<file path="config.mk">
export PLATFORM = sky130hd
export DESIGN_NAME = key_debounce
export DESIGN_NICKNAME = d
export VERILOG_FILES = /design/src/rtl/key_debounce.sv
export SDC_FILE = /design/constraint.sdc
export NUM_CORES = 1
export LEC_CHECK = 0
export CAP_MARGIN = 20
export CORE_UTILIZATION = 60
export DETAILED_ROUTE_END_ITERATION = 8
export GPL_TIMING_DRIVEN = 0
export PLACE_DENSITY = 0.79
export SLEW_MARGIN = 30
export SYNTH_ARGS = -nofsm -noshare
export SYNTH_HDL_FRONTEND = slang
export SYNTH_SLANG_ARGS = --single-unit
</file>
<file path="constraint.sdc">
create_clock -name CLK -period 3.4 [get_ports CLK]
set_input_delay 0.34 -clock CLK [delete_from_list [all_inputs] [get_ports CLK]]
set_output_delay 0.34 -clock CLK [all_outputs]
set_load 0.005 [all_outputs]
</file>
<file path="src/rtl/key_debounce.sv">
// key_debounce: per-key push-button debouncer with press/release pulses.
// Each active-low KEY bit is synchronised, then qualified by an independent
// IDLE/PRESS_WAIT/HELD/RELEASE_WAIT state machine that needs DEBOUNCE_CYC
// consecutive stable samples before accepting a level change.
// Optional feature macro: KEY_LONGPRESS_EN builds the hold counters and the
// KEY_LONG pulse (one pulse per accepted press once held LONG_CYC cycles).
// With the macro undefined KEY_LONG is tied to zero.

module key_debounce #(
    parameter int NUM_KEYS     = 4,
    parameter int DEBOUNCE_CYC = 500_000,
    parameter int LONG_CYC     = 25_000_000
) (
    input  logic                CLK,
    input  logic                RSTB,
    input  logic [NUM_KEYS-1:0] KEY,
    output logic [NUM_KEYS-1:0] KEY_STATE,
    output logic [NUM_KEYS-1:0] KEY_PRESS,
    output logic [NUM_KEYS-1:0] KEY_RELEASE,
    output logic [NUM_KEYS-1:0] KEY_LONG
);

    localparam int DB_W = $clog2(DEBOUNCE_CYC + 1);
    // Count value seen in the last waiting cycle; the entry cycle counts as
    // the first stable sample, so acceptance happens after DEBOUNCE_CYC samples.
    localparam logic [DB_W-1:0] DB_LAST = DB_W'(DEBOUNCE_CYC - 2);
    localparam logic [DB_W-1:0] DB_MAX  = DB_W'(DEBOUNCE_CYC);

    typedef enum logic [1:0] {
        IDLE,
        PRESS_WAIT,
        HELD,
        RELEASE_WAIT
    } state_t;

    // Reject illegal parameter combinations at elaboration.
    if (DEBOUNCE_CYC < 2) begin : g_bad_db
        $error("key_debounce: DEBOUNCE_CYC must be >= 2");
    end
    if (LONG_CYC <= DEBOUNCE_CYC) begin : g_bad_long
        $error("key_debounce: LONG_CYC must exceed DEBOUNCE_CYC");
    end

    logic [NUM_KEYS-1:0] sync1;
    logic [NUM_KEYS-1:0] sync2;

    // Two-flop synchroniser; resets to released (1) so reset never looks like a press.
    always_ff @(posedge CLK or negedge RSTB) begin
        if (!RSTB) begin
            sync1 <= '1;
            sync2 <= '1;
        end else begin
            sync1 <= KEY;
            sync2 <= sync1;
        end
    end

    for (genvar g = 0; g < NUM_KEYS; g++) begin : g_key
        logic            pressed;
        state_t          state;
        logic [DB_W-1:0] db_cnt;
        logic [DB_W-1:0] db_inc;
        logic            state_q;
        logic            press_q;
        logic            release_q;

        assign pressed = ~sync2[g];
        assign db_inc  = (db_cnt == DB_MAX) ? db_cnt : db_cnt + DB_W'(1);

`ifdef KEY_LONGPRESS_EN
        localparam int LG_W = $clog2(LONG_CYC + 1);
        localparam logic [LG_W-1:0] LG_MAX  = LG_W'(LONG_CYC);
        localparam logic [LG_W-1:0] LG_LAST = LG_W'(LONG_CYC - 1);

        logic [LG_W-1:0] hold_cnt;
        logic            long_q;
`endif

        // Per-key FSM with registered pulses, level and (optionally) hold counter.
        always_ff @(posedge CLK or negedge RSTB) begin
            if (!RSTB) begin
                state     <= IDLE;
                db_cnt    <= '0;
                state_q   <= 1'b0;
                press_q   <= 1'b0;
                release_q <= 1'b0;
`ifdef KEY_LONGPRESS_EN
                hold_cnt  <= '0;
                long_q    <= 1'b0;
`endif
            end else begin
                press_q   <= 1'b0;
                release_q <= 1'b0;
`ifdef KEY_LONGPRESS_EN
                long_q    <= 1'b0;
`endif
                case (state)
                    IDLE: begin
                        if (pressed) begin
                            state  <= PRESS_WAIT;
                            db_cnt <= '0;
                        end
                    end
                    PRESS_WAIT: begin
                        if (!pressed) begin
                            state <= IDLE;
                        end else if (db_cnt >= DB_LAST) begin
                            state   <= HELD;
                            press_q <= 1'b1;
                            state_q <= 1'b1;
`ifdef KEY_LONGPRESS_EN
                            hold_cnt <= '0;
`endif
                        end else begin
                            db_cnt <= db_inc;
                        end
                    end
                    HELD: begin
                        if (!pressed) begin
                            state  <= RELEASE_WAIT;
                            db_cnt <= '0;
                        end
                    end
                    RELEASE_WAIT: begin
                        // A re-press is a bounce: go back to HELD, keep the hold count.
                        if (pressed) begin
                            state <= HELD;
                        end else if (db_cnt >= DB_LAST) begin
                            state     <= IDLE;
                            release_q <= 1'b1;
                            state_q   <= 1'b0;
                        end else begin
                            db_cnt <= db_inc;
                        end
                    end
                    default: state <= IDLE;
                endcase
`ifdef KEY_LONGPRESS_EN
                // Hold counter saturates at LONG_CYC, so the long pulse fires once per press.
                if ((state == HELD) || (state == RELEASE_WAIT)) begin
                    if (hold_cnt < LG_MAX) begin
                        hold_cnt <= hold_cnt + LG_W'(1);
                    end
                    if (hold_cnt == LG_LAST) begin
                        long_q <= 1'b1;
                    end
                end
`endif
            end
        end

        assign KEY_STATE[g]   = state_q;
        assign KEY_PRESS[g]   = press_q;
        assign KEY_RELEASE[g] = release_q;
`ifdef KEY_LONGPRESS_EN
        assign KEY_LONG[g]    = long_q;
`else
        assign KEY_LONG[g]    = 1'b0;
`endif
    end

endmodule

</file>
==> run_results.csv, run 1 <==
group,metric,value,unit
clock_network,cts_max_level,3,
clock_network,clk_path_buf_depth,2,
logic_synthesis,synthFlopType,"dfrtp_1",
logic_synthesis,synth_top_area_share,0.417,
final_layout,design_area,6340,um^2
sta,tightest_slew,0.797,ns
drt,ant_nets,0,
worst_hold_path,holdPathStages,0,
logic_synthesis,synthArstFlopShare,1.00,
worst_setup_path,r2r_slack,0.57,ns
place,dp.cells,785,
logic_synthesis,synthCells,635,
power_and_ir_drop,power_density,356,nW/um^2
final_layout,final_cells,802,
floorplanning,dieHeight,100,um
floorplanning,core,9280,um^2
sta,fmaxAchievable,353,MHz
power_and_ir_drop,totalPowerFinal,2.26,mW
sta,hold_slack,0.363,ns
worst_setup_path,crit_arrival,3.06,ns
global_route,grt_usage,0.263,
sta,finalSetupTns,0,ns
logic_synthesis,yosys_warnings,0,
sta,maxSlewHeadroom,0.464,
sta,fin_crit,2.83,ns
job,drv_cap,0,
sta,hold_viol,0,
power_and_ir_drop,cellLeakagePower,2.68,nW
clock_network,clock_sinks,104,
sta,setup_violations,0,
logic_synthesis,synth-seq-cells,104,
place,dp_slack,0.603,ns
clock_network,root_buffer,"clkbuf_8",
global_route,first_global_vias,4571,
sta,setup_ws,0.568,ns
final_layout,area_delta_synth_final,10.1,%
worst_setup_path,worstPathRequired,3.63,ns
drt,drt_first_pass_iters,5,
final_layout,nets,686,
logic_synthesis,syn_avg_cell_area,9.07,um^2
worst_setup_path,crit_fanout,10,
worst_hold_path,min-delay-start,"sync1[1]$_DFF_PN1_",
power_and_ir_drop,ir_drop,264,uV
outcome,outcome,"finished, final reports clean",
logic_synthesis,synth_edf_count,0,
clock_network,cts_tree,"built",
drt,drc,0,
drt,routedWlPerCell,15.1,um
worst_hold_path,hp-class,"reg2reg",
sta,fin_skew,0.0115,ns
drt,drt_wl_total,12100,um
place,port_buffers,17,
floorplanning,dieArea,9990,um^2
global_route,grt_pass1_wl,21200,um
floorplanning,initial_core_util,0.620,
place,dp_hpwl,8510,um
drt,via_per_inst,6.10,
worst_setup_path,r2r-start,"g_key[0].db_cnt[7]$_DFFE_PN0P_",
global_route,antenna_found_initial,0,
final_layout,fin_util,0.683,
drt,vias,4895,
final_layout,nFillCells,753,
final_layout,antennaDiodeCount,0,
logic_synthesis,ys_types,67,
floorplanning,ios,22,
sta,rsz0062_at_grt,"false",
drt,drtIter0Drc,157,
floorplanning,die_x,100,um
logic_synthesis,synth_area,5760,um^2
clock_network,clk_latency,0.38,ns
sta,period_share,0.833,
sta,slew_violations,0,
place,gp_congestion,0.923,
logic_synthesis,yosysTopAreaCell,"dfrtp_1",
final_layout,drive_gt1_frac,0.0758,
logic_synthesis,synthTopCellsByArea,"dfrtp_1 (42%), nand2_1 (4.2%), dfstp_2 (3.7%)",
worst_setup_path,crit_path_end_kind,"flop",
worst_setup_path,startpoint_type,"flop",
worst_setup_path,r2r_cells,9,
clock_network,cts_buffers,9,
place,dpl-instance-area,6130,um^2
worst_hold_path,hold_path_end,"sync2[1]$_DFF_PN1_",
floorplanning,row_count,35,
worst_setup_path,path_class,"reg2reg",
clock_network,path_clk_slew,0.10,ns
logic_synthesis,synth-seq-area-share,0.454,
global_route,grt_max_degree,55,
global_route,grt_overflow,0,
worst_setup_path,r2r-end,"g_key[0].db_cnt[16]$_DFFE_PN0P_",
==> final cells by class <==
cell class	instances	area (um^2)	share of cell area
tap	129	161	0.0255
clock inverter	5	57.6	0.00908
clock buffer	11	141	0.0223
inverter	26	97.6	0.0154
sequential	104	2610	0.412
buffer	40	226	0.0357
multi-input combinational	468	2830	0.447
timing repair buffer	19	209	0.0330
==> where the power goes <==
group / internal, mW / switching (mW)
clock: 0.360 / 0.428
combinational: 0.0567 / 0.107
sequential: 1.27 / 0.0409
total: 1.68 / 0.576
==> Yosys cell counts, drive strengths merged (7+ instances only) <==
master   n
nor2    50
or3     10
nor4    10
nand3   41
a21oi   36
xor2     8
or4     11
dfrtp   96
nor3    21
ha      12
clkbuf  21
o211ai   7
nand4   16
and4     7
nand2   64
nand4b   7
dfstp    8
and3    21
o31ai   16
buf     19
o21ai   28
a31oi   13
inv     25
xnor2   14
==> sequential cells by signal, summed over array words and instances (netlist names), named ones only <==
register         count
g_key.db_cnt        76
g_key.press_q        4
g_key.release_q      4
g_key.state          4
g_key.state_q        4
sync1                4
sync2                4
==> worst max-delay path, cell delays in order (launching register included) <==
cell and delay (ns):
dfrtp_1 0.39, buf_6 0.14, or4_1 0.46, o311ai_1 0.27
a31oi_1 0.19, or3_1 0.39, buf_2 0.18, clkbuf_1 0.28
o31ai_1 0.31, a21oi_1 0.09
==> layer usage <==
layer | vias to the layer above | part of all wire | GRT usage
met5 | - | 0 | 0
met4 | 0 | 0.0094 | 0.0826
met3 | 12 | 0.041 | 0.0564
met2 | 108 | 0.49 | 0.420
met1 | 2393 | 0.46 | 0.362
li1 | 2382 | - | -
==> layout by cell type (no fill, tap or decap), types with 4 or more instances in the layout <==
cell type | netlist | layout
a21oi_1 | 36 | 36
a31oi_1 | 13 | 13
and3_1 | 21 | 21
and4_1 | 7 | 7
buf_4 | 16 | 16
clkbuf_1 | 21 | 22
clkbuf_8 | 0 | 10
clkdlybuf4s50_1 | 0 | 16
conb_1 | 1 | 4
dfrtp_1 | 96 | 96
dfstp_2 | 8 | 8
ha_1 | 12 | 12
inv_1 | 24 | 24
nand2_1 | 64 | 64
nand2b_1 | 4 | 4
nand3_1 | 41 | 41
nand4_1 | 16 | 16
nand4b_1 | 7 | 7
nor2_1 | 50 | 50
nor3_1 | 21 | 21
nor4_1 | 10 | 10
nor4b_1 | 4 | 4
o211ai_1 | 7 | 7
o21a_1 | 5 | 5
o21ai_0 | 20 | 20
o21ai_1 | 8 | 8
o31ai_1 | 16 | 16
o41ai_1 | 4 | 4
or3_1 | 10 | 10
or4_1 | 11 | 11
xnor2_1 | 14 | 14
xor2_1 | 8 | 8
==> logic make-up (layout without fill, tap and decap cells) <==
kind of cell	Yosys count	in the layout	synth area share
XOR/XNOR	22	22	0.0335
AND/OR/NAND/NOR	283	283	0.259
adder cells (fa/ha/maj)	12	12	0.0261
AO/OA/AOI/OAI	143	143	0.163
other	1	4	0.000651
flip-flops	104	104	0.454
buffers and inverters	66	101	0.0563
multiplexers	4	4	0.00717
==> worst max path at each step <==
stage                              startpoint                              end  cells past startpoint
2_1_floorplan  g_key[0].db_cnt[7]$_DFFE_PN0P_  g_key[0].db_cnt[12]$_DFFE_PN0P_                      8
3_3_place_gp                             RSTB  g_key[3].db_cnt[14]$_DFFE_PN0P_                      1
3_5_place_dp   g_key[0].db_cnt[7]$_DFFE_PN0P_  g_key[0].db_cnt[16]$_DFFE_PN0P_                      9
4_1_cts        g_key[0].db_cnt[7]$_DFFE_PN0P_  g_key[0].db_cnt[16]$_DFFE_PN0P_                      9
5_1_grt        g_key[0].db_cnt[9]$_DFFE_PN0P_  g_key[0].db_cnt[16]$_DFFE_PN0P_                      8
6_report       g_key[0].db_cnt[7]$_DFFE_PN0P_  g_key[0].db_cnt[16]$_DFFE_PN0P_                      9
==> repair_timing <==
action                    in CTS  in global routing
setup buffers                  0                  0
hold buffers                   1                  0
hold endpoints to repair      50                  0
resized for setup              0                  0
Note: power is estimated with default switching activity, not from simulation.
==> inputs of run 2 (changes only) <==
- CORE_UTILIZATION: 60 -> 55
- PLACE_DENSITY: 0.79 -> 0.76
- clock period: 3.4 -> 2.59 ns (I/O delays scaled with it)
==> run 2 against run 1 <==
Net effect:
- utilization is 2.6 points lower
- the flow now finishes with violations (negative setup slack)
- largest cell class unchanged
- final cell count is 1.2% higher
- register-to-register slack worse by 0.65 ns
- cell area is 3.1% higher
- critical path depth is 1 lower
- fmax is 6.0% higher
- sequential power is 31% higher
- largest power group unchanged
- critical endpoint is now g_key[0].db_cnt[17]$_DFFE_PN0P_
- first-iteration DRC count is 25% higher
==> run_results.csv, run 2 (synthesis gave the netlist of run 1 again) <==
group,metric,value,unit
outcome,outcome,"finished with violations",
outcome,violations,"negative setup slack",
sta,setup_violations,8,
final_layout,largest_register_ffs,76,
worst_setup_path,startpoint_type,"flop",
floorplanning,ios,22,
clock_network,clk_latency,0.38,ns
place,dp_hpwl,8380,um
worst_setup_path,crit_arrival,2.91,ns
floorplanning,dieHeight,104,um
clock_network,root_buffer,"clkbuf_8",
drt,vias,4969,
clock_network,cts_buffers,9,
clock_network,cts_tree,"built",
final_layout,area_delta_synth_final,13.5,%
worst_setup_path,crit_path_end_kind,"flop",
global_route,antenna_found_initial,0,
sta,fin_skew,0.0114,ns
place,port_buffers,17,
final_layout,regArea,2620,um^2
power_and_ir_drop,clkPwrFrac,0.354,
final_layout,nFillCells,804,
power_and_ir_drop,power_density,457,nW/um^2
final_layout,layout_common_cells,"dfrtp_1 (94), nand2_1 (64), nor2_1 (50)",
floorplanning,initial_core_util,0.578,
clock_network,path_clk_slew,0.10,ns
final_layout,drive_gt1_frac,0.121,
sta,maxSlewHeadroom,0.481,
final_layout,multi_input_comb_area,2960,um^2
place,gp_congestion,0.935,
power_and_ir_drop,switching_share,0.257,
sta,fmaxAchievable,374,MHz
power_and_ir_drop,internal_power,2.22,mW
floorplanning,die_x,104,um
floorplanning,core,9950,um^2
drt,ant_nets,0,
place,dp_slack,-0.223,ns
final_layout,top_register,"g_key.db_cnt",
drt,routedWlPerCell,15.2,um
worst_hold_path,hp-class,"in2reg",
final_layout,mostFrequentLayoutCell,"dfrtp_1",
sta,hold_viol,0,
sta,slew_violations,0,
global_route,grt_usage,0.238,
power_and_ir_drop,p_comb_frac,0.072,
floorplanning,row_count,36,
sta,finalSetupTns,-0.501,ns
global_route,first_global_vias,4592,
drt,drt_first_pass_iters,5,
final_layout,nets,692,
clock_network,clk_path_buf_depth,2,
worst_setup_path,path_class,"reg2reg",
worst_setup_path,worstPathRequired,2.82,ns
power_and_ir_drop,p_sw,0.767,mW
drt,drt_wl_total,12400,um
power_and_ir_drop,seq_power_share,0.574,
job,drv_cap,0,
sta,fin_crit,2.67,ns
clock_network,clock_sinks,104,
floorplanning,dieArea,10900,um^2
sta,rsz0062_at_grt,"true",
sta,tightest_slew,0.773,ns
worst_setup_path,crit_fanout,10,
sta,period_share,1.03,
power_and_ir_drop,ir_drop,455,uV
global_route,grt_overflow,0,
clock_network,cts_max_level,3,
global_route,grt_pass1_wl,21400,um
drt,drtIter0Drc,197,
drt,drc,0,
power_and_ir_drop,cellLeakagePower,2.75,nW
final_layout,antennaDiodeCount,0,
sta,setup_ws,-0.0824,ns
drt,via_per_inst,6.12,
global_route,grt_max_degree,59,
run 2: cell type report:
| type | count | share of cell area |
|---|---|---|
| tap | 133 | 0.0255 |
| buffer | 40 | 0.0366 |
| multi-input combinational | 468 | 0.453 |
| inverter | 26 | 0.0149 |
| clock buffer | 11 | 0.0216 |
| timing repair buffer | 25 | 0.0389 |
| sequential | 104 | 0.400 |
| clock inverter | 5 | 0.00976 |
run 2: power by group through the flow:
stage | logic, mW | clock network, mW | registers (mW)
2_1_floorplan | 0.129 | 0 | 1.73
3_3_place_gp | 0.200 | 0 | 1.74
3_5_place_dp | 0.209 | 0 | 1.74
4_1_cts | 0.215 | 1.08 | 1.71
5_1_grt | 0.248 | 1.13 | 1.72
6_report | 0.216 | 1.06 | 1.71
run 2: through the flow:
step | std cells | total power [mW] | instance area (um^2) | util | hold slack, ns
final | 812 | 2.99 | 6540 | 0.656 | 0.274
after detailed placement | 789 | 1.95 | 6130 | 0.616 | 0.215
after global routing | 812 | 3.10 | 6540 | 0.656 | 0.276
after CTS | 809 | 3.00 | 6420 | 0.645 | 0.265
after floorplan | 638 | 1.86 | 5770 | - | -0.0366
after global placement | 788 | 1.94 | 6100 | 0.613 | 0.346
run 2: metal layers:
| metal | wire length [um] | GRT usage | vias up |
|---|---|---|---|
| li1 | - | - | 2404 |
| met1 | 5730 | 0.327 | 2396 |
| met5 | 0 | 0 | - |
| met3 | 627 | 0.0482 | 26 |
| met4 | 243 | 0.0837 | 0 |
| met2 | 5770 | 0.374 | 143 |
run 2: what timing repair did:
item	in CTS	in global routing
setup endpoints to repair	23	30
endpoints found under the hold margin	43	0
gates resized for setup	13	18
setup buffers	3	3
hold buffers	1	0
pin swaps	6	7
run 2: critical path, cell delays in order, from the launching register on:
cell and delay (ns):
dfrtp_1 0.44, or4_4 0.57, o311ai_4 0.29, a31oi_2 0.14
or3_1 0.34, buf_6 0.15, buf_6 0.14, o41ai_2 0.32
a21oi_1 0.12
run 2: worst paths after layout:
path,from,endpoint,slack [ns],cells past startpoint
setup / recovery,g_key[0].db_cnt[10]$_DFFE_PN0P_,g_key[0].db_cnt[17]$_DFFE_PN0P_,-0.08,8
hold / removal,KEY[1],sync1[1]$_DFF_PN1_,0.27,1
setup reg to reg,g_key[0].db_cnt[10]$_DFFE_PN0P_,g_key[0].db_cnt[17]$_DFFE_PN0P_,-0.08,8
hold reg to reg,sync1[0]$_DFF_PN1_,sync2[0]$_DFF_PN1_,0.36,0
max in group asynchronous,RSTB,sync1[3]$_DFF_PN1_,1.56,3
min in group asynchronous,RSTB,g_key[0].db_cnt[9]$_DFFE_PN0P_,0.35,2
